### src/rtl/vga_timing_gen.sv
// -----------------------------------------------------------------------------
// vga_timing_gen
//   Free-running VGA raster timing generator. A clock divider produces one
//   pixel strobe every CLK_DIV system clocks. Horizontal and vertical counters
//   advance on that strobe. Hsync and Vsync are decoded from the counters and
//   then registered. This gives them the same 1-clk lag as the registered
//   active flag in the downstream colour stage.
//
//   Each axis is ordered: sync, back porch, active, front porch.
//
// Ports
//   Clk             in   system clock
//   Rst             in   synchronous active-high reset (overrides En)
//   En              in   1 = run, 0 = freeze divider and counters
//   Pix_tick        out  1-clk strobe, one per pixel period (0 while frozen)
//   Count_h         out  horizontal pixel counter, 0..H_TOTAL-1
//   Count_v         out  vertical line counter, 0..V_TOTAL-1
//   H_left_margin   out  first visible Count_h  (H_SYNC+H_BP)
//   H_right_margin  out  last visible Count_h   (H_SYNC+H_BP+H_ACTIVE-1)
//   V_left_margin   out  first visible Count_v  (V_SYNC+V_BP)
//   V_right_margin  out  last visible Count_v   (V_SYNC+V_BP+V_ACTIVE-1)
//   Hsync           out  registered horizontal sync, active level HS_POL
//   Vsync           out  registered vertical sync, active level VS_POL
//   Frame_start     out  registered 1-clk pulse after the (0,0) wrap
//
// REZ_MAX_WIDTH must be wide enough to hold H_TOTAL-1 and V_TOTAL-1.
// -----------------------------------------------------------------------------
module vga_timing_gen #(
  parameter int REZ_MAX_WIDTH = 11,
  parameter int CLK_DIV       = 4,
  parameter int H_SYNC        = 96,
  parameter int H_BP          = 48,
  parameter int H_ACTIVE      = 640,
  parameter int H_FP          = 16,
  parameter int V_SYNC        = 2,
  parameter int V_BP          = 33,
  parameter int V_ACTIVE      = 480,
  parameter int V_FP          = 10,
  parameter int HS_POL        = 0,
  parameter int VS_POL        = 0
) (
  input  logic                     Clk,
  input  logic                     Rst,
  input  logic                     En,
  output logic                     Pix_tick,
  output logic [REZ_MAX_WIDTH-1:0] Count_h,
  output logic [REZ_MAX_WIDTH-1:0] Count_v,
  output logic [REZ_MAX_WIDTH-1:0] H_left_margin,
  output logic [REZ_MAX_WIDTH-1:0] H_right_margin,
  output logic [REZ_MAX_WIDTH-1:0] V_left_margin,
  output logic [REZ_MAX_WIDTH-1:0] V_right_margin,
  output logic                     Hsync,
  output logic                     Vsync,
  output logic                     Frame_start
);

  localparam int H_TOTAL = H_SYNC + H_BP + H_ACTIVE + H_FP;
  localparam int V_TOTAL = V_SYNC + V_BP + V_ACTIVE + V_FP;

  // Keep the divider at least 1 bit wide so that CLK_DIV == 1 still elaborates.
  // In that case the divider sits at 0 and every enabled clk is a tick.
  localparam int DIV_W = (CLK_DIV > 1) ? $clog2(CLK_DIV) : 1;

  localparam logic [DIV_W-1:0]         DIV_LAST = DIV_W'(CLK_DIV - 1);
  localparam logic [DIV_W-1:0]         DIV_ONE  = DIV_W'(1);
  localparam logic [REZ_MAX_WIDTH-1:0] CNT_ONE  = REZ_MAX_WIDTH'(1);
  localparam logic [REZ_MAX_WIDTH-1:0] H_LAST   = REZ_MAX_WIDTH'(H_TOTAL - 1);
  localparam logic [REZ_MAX_WIDTH-1:0] V_LAST   = REZ_MAX_WIDTH'(V_TOTAL - 1);
  localparam logic [REZ_MAX_WIDTH-1:0] H_SYNC_W = REZ_MAX_WIDTH'(H_SYNC);
  localparam logic [REZ_MAX_WIDTH-1:0] V_SYNC_W = REZ_MAX_WIDTH'(V_SYNC);
  localparam logic                     HS_ACT   = (HS_POL != 0) ? 1'b1 : 1'b0;
  localparam logic                     VS_ACT   = (VS_POL != 0) ? 1'b1 : 1'b0;

  // The margins are pure parameter constants, so reset does not affect them.
  assign H_left_margin  = REZ_MAX_WIDTH'(H_SYNC + H_BP);
  assign H_right_margin = REZ_MAX_WIDTH'(H_SYNC + H_BP + H_ACTIVE - 1);
  assign V_left_margin  = REZ_MAX_WIDTH'(V_SYNC + V_BP);
  assign V_right_margin = REZ_MAX_WIDTH'(V_SYNC + V_BP + V_ACTIVE - 1);

  logic [DIV_W-1:0] div_q;
  logic             line_end;
  logic             frame_end;
  logic             hsync_next;
  logic             vsync_next;
  logic             wrap_q;     // set for one clk after the counters wrap to (0,0)

  // NOTE: every signal assigned in always_comb gets a default value first,
  // so no path can leave it unassigned and infer a latch.
  always_comb begin
    Pix_tick   = 1'b0;
    line_end   = 1'b0;
    frame_end  = 1'b0;
    hsync_next = ~HS_ACT;
    vsync_next = ~VS_ACT;

    // Gating with Rst keeps the strobe low while reset is held, even when
    // CLK_DIV == 1.
    if (En && !Rst && (div_q == DIV_LAST)) Pix_tick = 1'b1;

    if (Count_h == H_LAST) line_end = 1'b1;
    if (line_end && (Count_v == V_LAST)) frame_end = 1'b1;

    // Vsync covers whole lines, because it depends only on Count_v.
    if (Count_h < H_SYNC_W) hsync_next = HS_ACT;
    if (Count_v < V_SYNC_W) vsync_next = VS_ACT;
  end

  // NOTE: sequential state uses non-blocking assignments only. Every register
  // then samples values from before the edge, regardless of statement order.
  always_ff @(posedge Clk) begin
    if (Rst) begin
      div_q       <= '0;
      Count_h     <= '0;
      Count_v     <= '0;
      Hsync       <= ~HS_ACT;
      Vsync       <= ~VS_ACT;
      wrap_q      <= 1'b0;
      Frame_start <= 1'b0;
    end else begin
      if (Pix_tick) begin
        div_q <= '0;
        if (line_end) begin
          Count_h <= '0;
          Count_v <= frame_end ? '0 : (Count_v + CNT_ONE);
        end else begin
          Count_h <= Count_h + CNT_ONE;
        end
      end else if (En) begin
        div_q <= div_q + DIV_ONE;
      end

      // The syncs keep decoding the counters while En is low. Frozen counters
      // therefore give frozen syncs.
      Hsync <= hsync_next;
      Vsync <= vsync_next;

      // Frame_start is delayed by one clk after the wrap. This aligns it with
      // the first registered sync of the new frame.
      wrap_q      <= Pix_tick & frame_end;
      Frame_start <= wrap_q;
    end
  end

endmodule

### config.mk
export PLATFORM = sky130hd
export DESIGN_NAME = vga_timing_gen
export DESIGN_NICKNAME = d
export VERILOG_FILES = /design/src/rtl/vga_timing_gen.sv
export SDC_FILE = /design/constraint.sdc
export NUM_CORES = 1
export LEC_CHECK = 0
export ABC_AREA = 1
export CAP_MARGIN = 20
export CORE_MARGIN = 2
export CORE_UTILIZATION = 46
export DETAILED_ROUTE_END_ITERATION = 7
export GPL_TIMING_DRIVEN = 0
export PLACE_DENSITY = 0.81
export SYNTH_ARGS = -nofsm -noshare
export SYNTH_HDL_FRONTEND = slang
export SYNTH_SLANG_ARGS = --single-unit
### constraint.sdc
create_clock -name Clk -period 3.29 [get_ports Clk]
set_input_delay 0.658 -clock Clk [delete_from_list [all_inputs] [get_ports Clk]]
set_output_delay 0.658 -clock Clk [all_outputs]
set_load 0.02 [all_outputs]
==> results of run 1 <==
[stage by stage]
step | util | cells
2_1_floorplan | - | 281
3_3_place_gp | 0.610 | 356
3_5_place_dp | 0.610 | 356
4_1_cts | 0.629 | 360
5_1_grt | 0.629 | 360
6_report | 0.629 | 360
[flip-flops by register name, summed over array words and instances (netlist names)]
| name | count |
|---|---|
| Count_v | 11 |
| Hsync | 1 |
| Count_h | 11 |
| Vsync | 1 |
| wrap_q | 1 |
| Frame_start | 1 |
| div_q | 2 |
[per-layer routing]
layer | vias up | global-route usage | share of wire
li1 | 822 | - | -
met1 | 668 | 0.198 | 0.43
met2 | 55 | 0.302 | 0.50
met3 | 4 | 0.0274 | 0.067
met4 | 0 | 0.0313 | 0.0057
met5 | - | 0 | 0
[synth_stat cells]
master	number	area (sq um)
o21ai_1	2	10.0
buf_4	45	338
xor2_1	4	35.0
nor3_2	1	10.0
nor2_4	1	11.3
conb_1	2	7.51
ha_1	4	50.1
o21bai_1	1	7.51
a221oi_1	1	8.76
nand2_4	2	22.5
dfxtp_1	28	561
a21oi_1	7	35.0
o22ai_1	1	6.26
nand2_1	41	154
inv_1	20	75.1
buf_6	1	11.3
nor2_1	31	116
nand3b_1	1	7.51
o21ai_0	3	15.0
nand3_2	2	20.0
nand3_1	16	80.1
nor2_8	1	20.0
inv_2	4	15.0
nor4_1	1	6.26
nor2_2	3	18.8
and3_1	1	6.26
o31ai_1	1	7.51
nand4_1	5	31.3
a31oi_1	2	12.5
nor3_1	4	20.0
xnor2_1	2	17.5
nor3b_1	1	7.51
[worst max-delay path, delay by kind of cell]
| family | cells | cell delay [ns] |
|---|---|---|
| buffers and inverters | 2 | 1.24 |
| AND/OR/NAND/NOR | 2 | 0.27 |
[power by group through the flow]
stage                     Combinational, W  Clock [W]  Sequential (W)
after global routing              0.000121   0.000292        0.000345
after CTS                         0.000111   0.000273        0.000345
final                             0.000113   0.000268        0.000345
after floorplan                  0.0000997          0        0.000354
after global placement            0.000111          0        0.000352
after detailed placement          0.000111          0        0.000353
[cells by family after synthesis]
group	share of synthesized area
simple gates	0.305
buf+inv	0.252
flops	0.321
compound gates	0.0588
xor+xnor	0.0301
fa+ha+maj	0.0287
other cells	0.00431
[final cells by class]
cell class / instances / area (sq um)
Buffer: 46 / 349
Clock buffer: 3 / 41.3
Clock inverter: 1 / 30.0
Fill cell: 352 / 1360
Inverter: 24 / 90.1
Multi-Input combinational cell: 183 / 902
Sequential cell: 28 / 561
Tap cell: 48 / 60.1
Timing Repair Buffer: 27 / 270
[path summary, 6_finish.rpt]
check | from | endpoint | slack [ns] | cells past startpoint
setup / recovery | En | Pix_tick | 0.46 | 4
hold / removal | wrap_q | Frame_start | 0.42 | 2
setup reg to reg | Count_h[0] | Count_v[1] | 1.58 | 8
hold reg to reg | wrap_q | Frame_start | 0.42 | 2
==> reports/qor.csv, run 1 <==
metric,value,unit
outcome,"complete, no violations",
"Cell Area, Synth",1740,sq um
most frequent cell on the critical path,clkdlybuf4s50_1,
sequential area share after synthesis,0.321,
"Slowest-stage cell, CP",clkdlybuf4s50_1,
Flop pwr share,0.475,
vias in the first global route,1337,
max_cap viols,0,
Tot Pwr,0.000725,W
part of the cycle the worst path needs,0.860,
die extent in x,65.6,um
Clock Latency Late Sink,0.27,ns
Pint,0.000551,W
Sink Count,28,
final instance area,2300,sq um
drt total wl,3350,um
Crit path largest cell delay,0.62,ns
initial DRC count,109,
total CTS buffers,3,
IR Drop Worst-Case VDD,0.201,mV
Initial Util,0.476,
Pins Over Slew Limit,0,
crit path cell chain,clkdlybuf4s50_1 > nand2_4 > nor2_8 > clkdlybuf4s50_1,
largest net degree at the start of global routing,17,
DIE AREA,4300,sq um
final setup margin,0.462,ns
critical path class,input pin to output port,
GRT Total Usage,0.163,
Net Sw Frac,0.240,
Max Fclk,354,MHz
final hold vios,0,
Syn. warnings,0,
H-tree Lvls,1,
Cell variety after synth,32,
pre-CTS setup slack,0.459,ns
"commonest cells after routing, fill and taps aside","buf_4, conb_1, nand2_1",
Core Area,3660,sq um
Startpoint Class,input pin,
number of I/O port buffers,27,
RSZ-0062 raised after global routing,false,
Max clock buf depth,2,
Root Driver,clkbuf_8,
Post-DP HPWL,2700,um
CP Max Fanout,7,
Mean Syn Cell Area,7.30,sq um
number of routed nets with antenna violations,0,
class of the worst hold path,flip-flop to flip-flop,
placed inst area,2230,sq um
DR WL/cell,9.29,um
Layout area overhead,32.1,%
"most common cell after layout, fill and taps aside",buf_4,
vias per cell,4.30,
setup TNS,0,ns
Power Density,315,nW/um^2
Fin Hold WS,0.421,ns
standard-cell rows,22,
global-route wire length before repair,5620,um
Nets,320,
GP Congestion,0.875,
# resized after CTS,0,
drt first pass iters,5,
count of hold-fix buffers inserted at cts,0,
Antenna diodes,0,
CTS tree,built,
part of the power in combinational logic,0.156,
detailed-route via count,1549,
share of cells above drive strength 1,0.205,
I/O pin count,73,
CTS clock-pin slew for the worst setup and hold paths,0.09,ns
P_sw,0.000174,W
CP Capture Type,output port,
die height,65.6,um
Fin Clk Skew,0.0104,ns
Worst EP required,2.63,ns
drt drc,0,
GRT overflow,0,
post-layout min period,2.83,ns
#FFs+latches synth,28,
initial antenna violation count,0,
Clk network pwr share,0.369,
Post-Synthesis Cells,239,
critical path arrival,2.17,ns
Final setup viols,0,
Leakage,1.08,nW
setup repair bufs after CTS,0,
(Power assumes the default switching activity.)
==> run 2: changes to the inputs <==
Settings changed: CORE_MARGIN 2 to 3, SKIP_CTS_REPAIR_TIMING set to 1.
==> run 2 against run 1 <==
  * Global-route usage decreased by 0.79 points
  * Largest power group unchanged
  * Combinational power about the same
  * Hold slack got worse by 0.0071 ns
  * Die area increased by 6.2%
  * Largest cell class unchanged
  * Non-clock buffer count unchanged
  * First-iteration DRC count decreased by 33%
  * Power increased by 0.67%
  * Flip-flop and latch count unchanged
  * Routed wire length increased by 6.4%
==> reports/qor.csv, run 2 (same netlist as run 1, synthesis figures left out) <==
metric,value,unit,change
detailed-route via count,1560,,+0.71%
outcome,"complete, no violations",,
initial antenna violation count,0,,unchanged
DIE AREA,4570,sq um,+6.2%
flop2flop setup slack,1.62,ns,+0.04 ns
drt drc,0,,unchanged
GRT Total Usage,0.155,,-0.00788
Clock Latency Late Sink,0.28,ns,about the same
Max clock buf depth,2,,unchanged
Post-DP HPWL,2840,um,+5.1%
Leakage,1.08,nW,unchanged
CP Max Fanout,7,,unchanged
initial DRC count,73,,-33%
Pins Over Slew Limit,0,,unchanged
vias per cell,4.36,,+1.3%
post-layout min period,2.85,ns,+0.0180 ns
"most common cell after layout, fill and taps aside",buf_4,,
critical path class,input pin to output port,,
Power Density,317,nW/um^2,+0.78%
standard-cell rows,21,,-4.5%
number of routed nets with antenna violations,0,,unchanged
GP Congestion,0.879,,+0.48%
global-route wire length before repair,5540,um,-1.5%
setup TNS,0,ns,unchanged
critical path arrival,2.19,ns,+0.02 ns
Nets,320,,unchanged
largest net degree at the start of global routing,17,,unchanged
vias in the first global route,1268,,-5.2%
Final Non-Filler Cells,358,,-0.56%
CTS clock-pin slew for the worst setup and hold paths,0.10,ns,about the same
Antenna diodes,0,,unchanged
Core Area,3490,sq um,-4.5%
part of the cycle the worst path needs,0.865,,+0.00548
Startpoint Class,input pin,,
Final setup viols,0,,unchanged
Worst EP required,2.63,ns,about the same
Fin Clk Skew,0.00315,ns,-0.00729 ns
max_cap viols,0,,unchanged
Initial Util,0.499,,+0.0227
Tot Pwr,0.000730,W,+0.67%
Largest regs,"Count_h: 11 flops, Count_v: 11 flops, div_q: 2 flops",,
number of I/O port buffers,27,,unchanged
class of the worst hold path,flip-flop to flip-flop,,
RSZ-0062 raised after global routing,false,,
drt first pass iters,4,,-1
CTS tree,built,,
"commonest cells after routing, fill and taps aside","buf_4, conb_1, nand2_1",,
Sink Count,28,,unchanged
DR WL/cell,9.94,um,+7.0%
share of cells above drive strength 1,0.205,,unchanged
Root Driver,clkbuf_8,,
placed insts,354,,-0.56%
final hold vios,0,,unchanged
die height,67.6,um,+3.0%
CP Capture Type,output port,,
Max Fclk,351,MHz,-0.63%
die extent in x,67.6,um,+3.0%
Layout area overhead,31.9,%,
IR Drop Worst-Case VDD,0.195,mV,-3.3%
total CTS buffers,3,,unchanged
GRT overflow,0,,unchanged
I/O pin count,73,,unchanged
Filler cells,318,,-9.7%
H-tree Lvls,1,,unchanged
drt total wl,3560,um,+6.4%
run 2: cell counts in the layout (fill, tap and decap cells not counted):
No cell type changed its count.
run 2: path summary, 6_finish.rpt:
kind / cells after the start / startpoint / end
min reg2reg: 2 / wrap_q / Frame_start
max reg2reg: 9 / Count_h[0] / Count_v[4]
min: 2 / wrap_q / Frame_start
max: 4 / En / Pix_tick
run 2: final cells by class:
| class | count | area [sq um] | share of cell area |
|---|---|---|---|
| plain buffers | 46 | 349 | 0.152 |
| clock buffers | 3 | 41.3 | 0.0179 |
| clock inverters | 1 | 30.0 | 0.0131 |
| inverters | 24 | 90.1 | 0.0392 |
| multi-input cells | 183 | 902 | 0.392 |
| flip-flops and latches | 28 | 561 | 0.244 |
| well taps | 46 | 57.6 | 0.0250 |
| repair buffers | 27 | 270 | 0.117 |
run 2: stage by stage:
stage	utilization	hold WS [ns]	worst slack (ns)	area, sq um
after global routing	0.658	0.433	0.402	2300
after floorplan	-	0.388	1.63	1900
after global placement	0.638	0.395	0.457	2230
after detailed placement	0.638	0.406	0.436	2230
final	0.658	0.414	0.443	2300
after CTS	0.658	0.420	0.431	2300
run 2: worst max-delay path, cell delays in order:
cell	delay [ns]
clkdlybuf4s50_1	0.62
nand2_4	0.12
nor2_8	0.16
clkdlybuf4s50_1	0.63
run 2: power by group:
| group | total [W] | internal, W | switching (W) |
|---|---|---|---|
| combinational | 0.000113 | 0.0000454 | 0.0000679 |
| clock | 0.000272 | 0.000163 | 0.000109 |
| sequential | 0.000345 | 0.000343 | 0.00000200 |
run 2: routing by layer:
layer  part of all wire  track usage  vias to the layer above  wire length [um]
met3              0.078       0.0399                        2               279
li1                   -            -                      820                 -
met2               0.49        0.272                       70              1750
met1               0.42        0.184                      668              1510
met4             0.0051       0.0481                        0                18
met5                  0            0                        -                 0
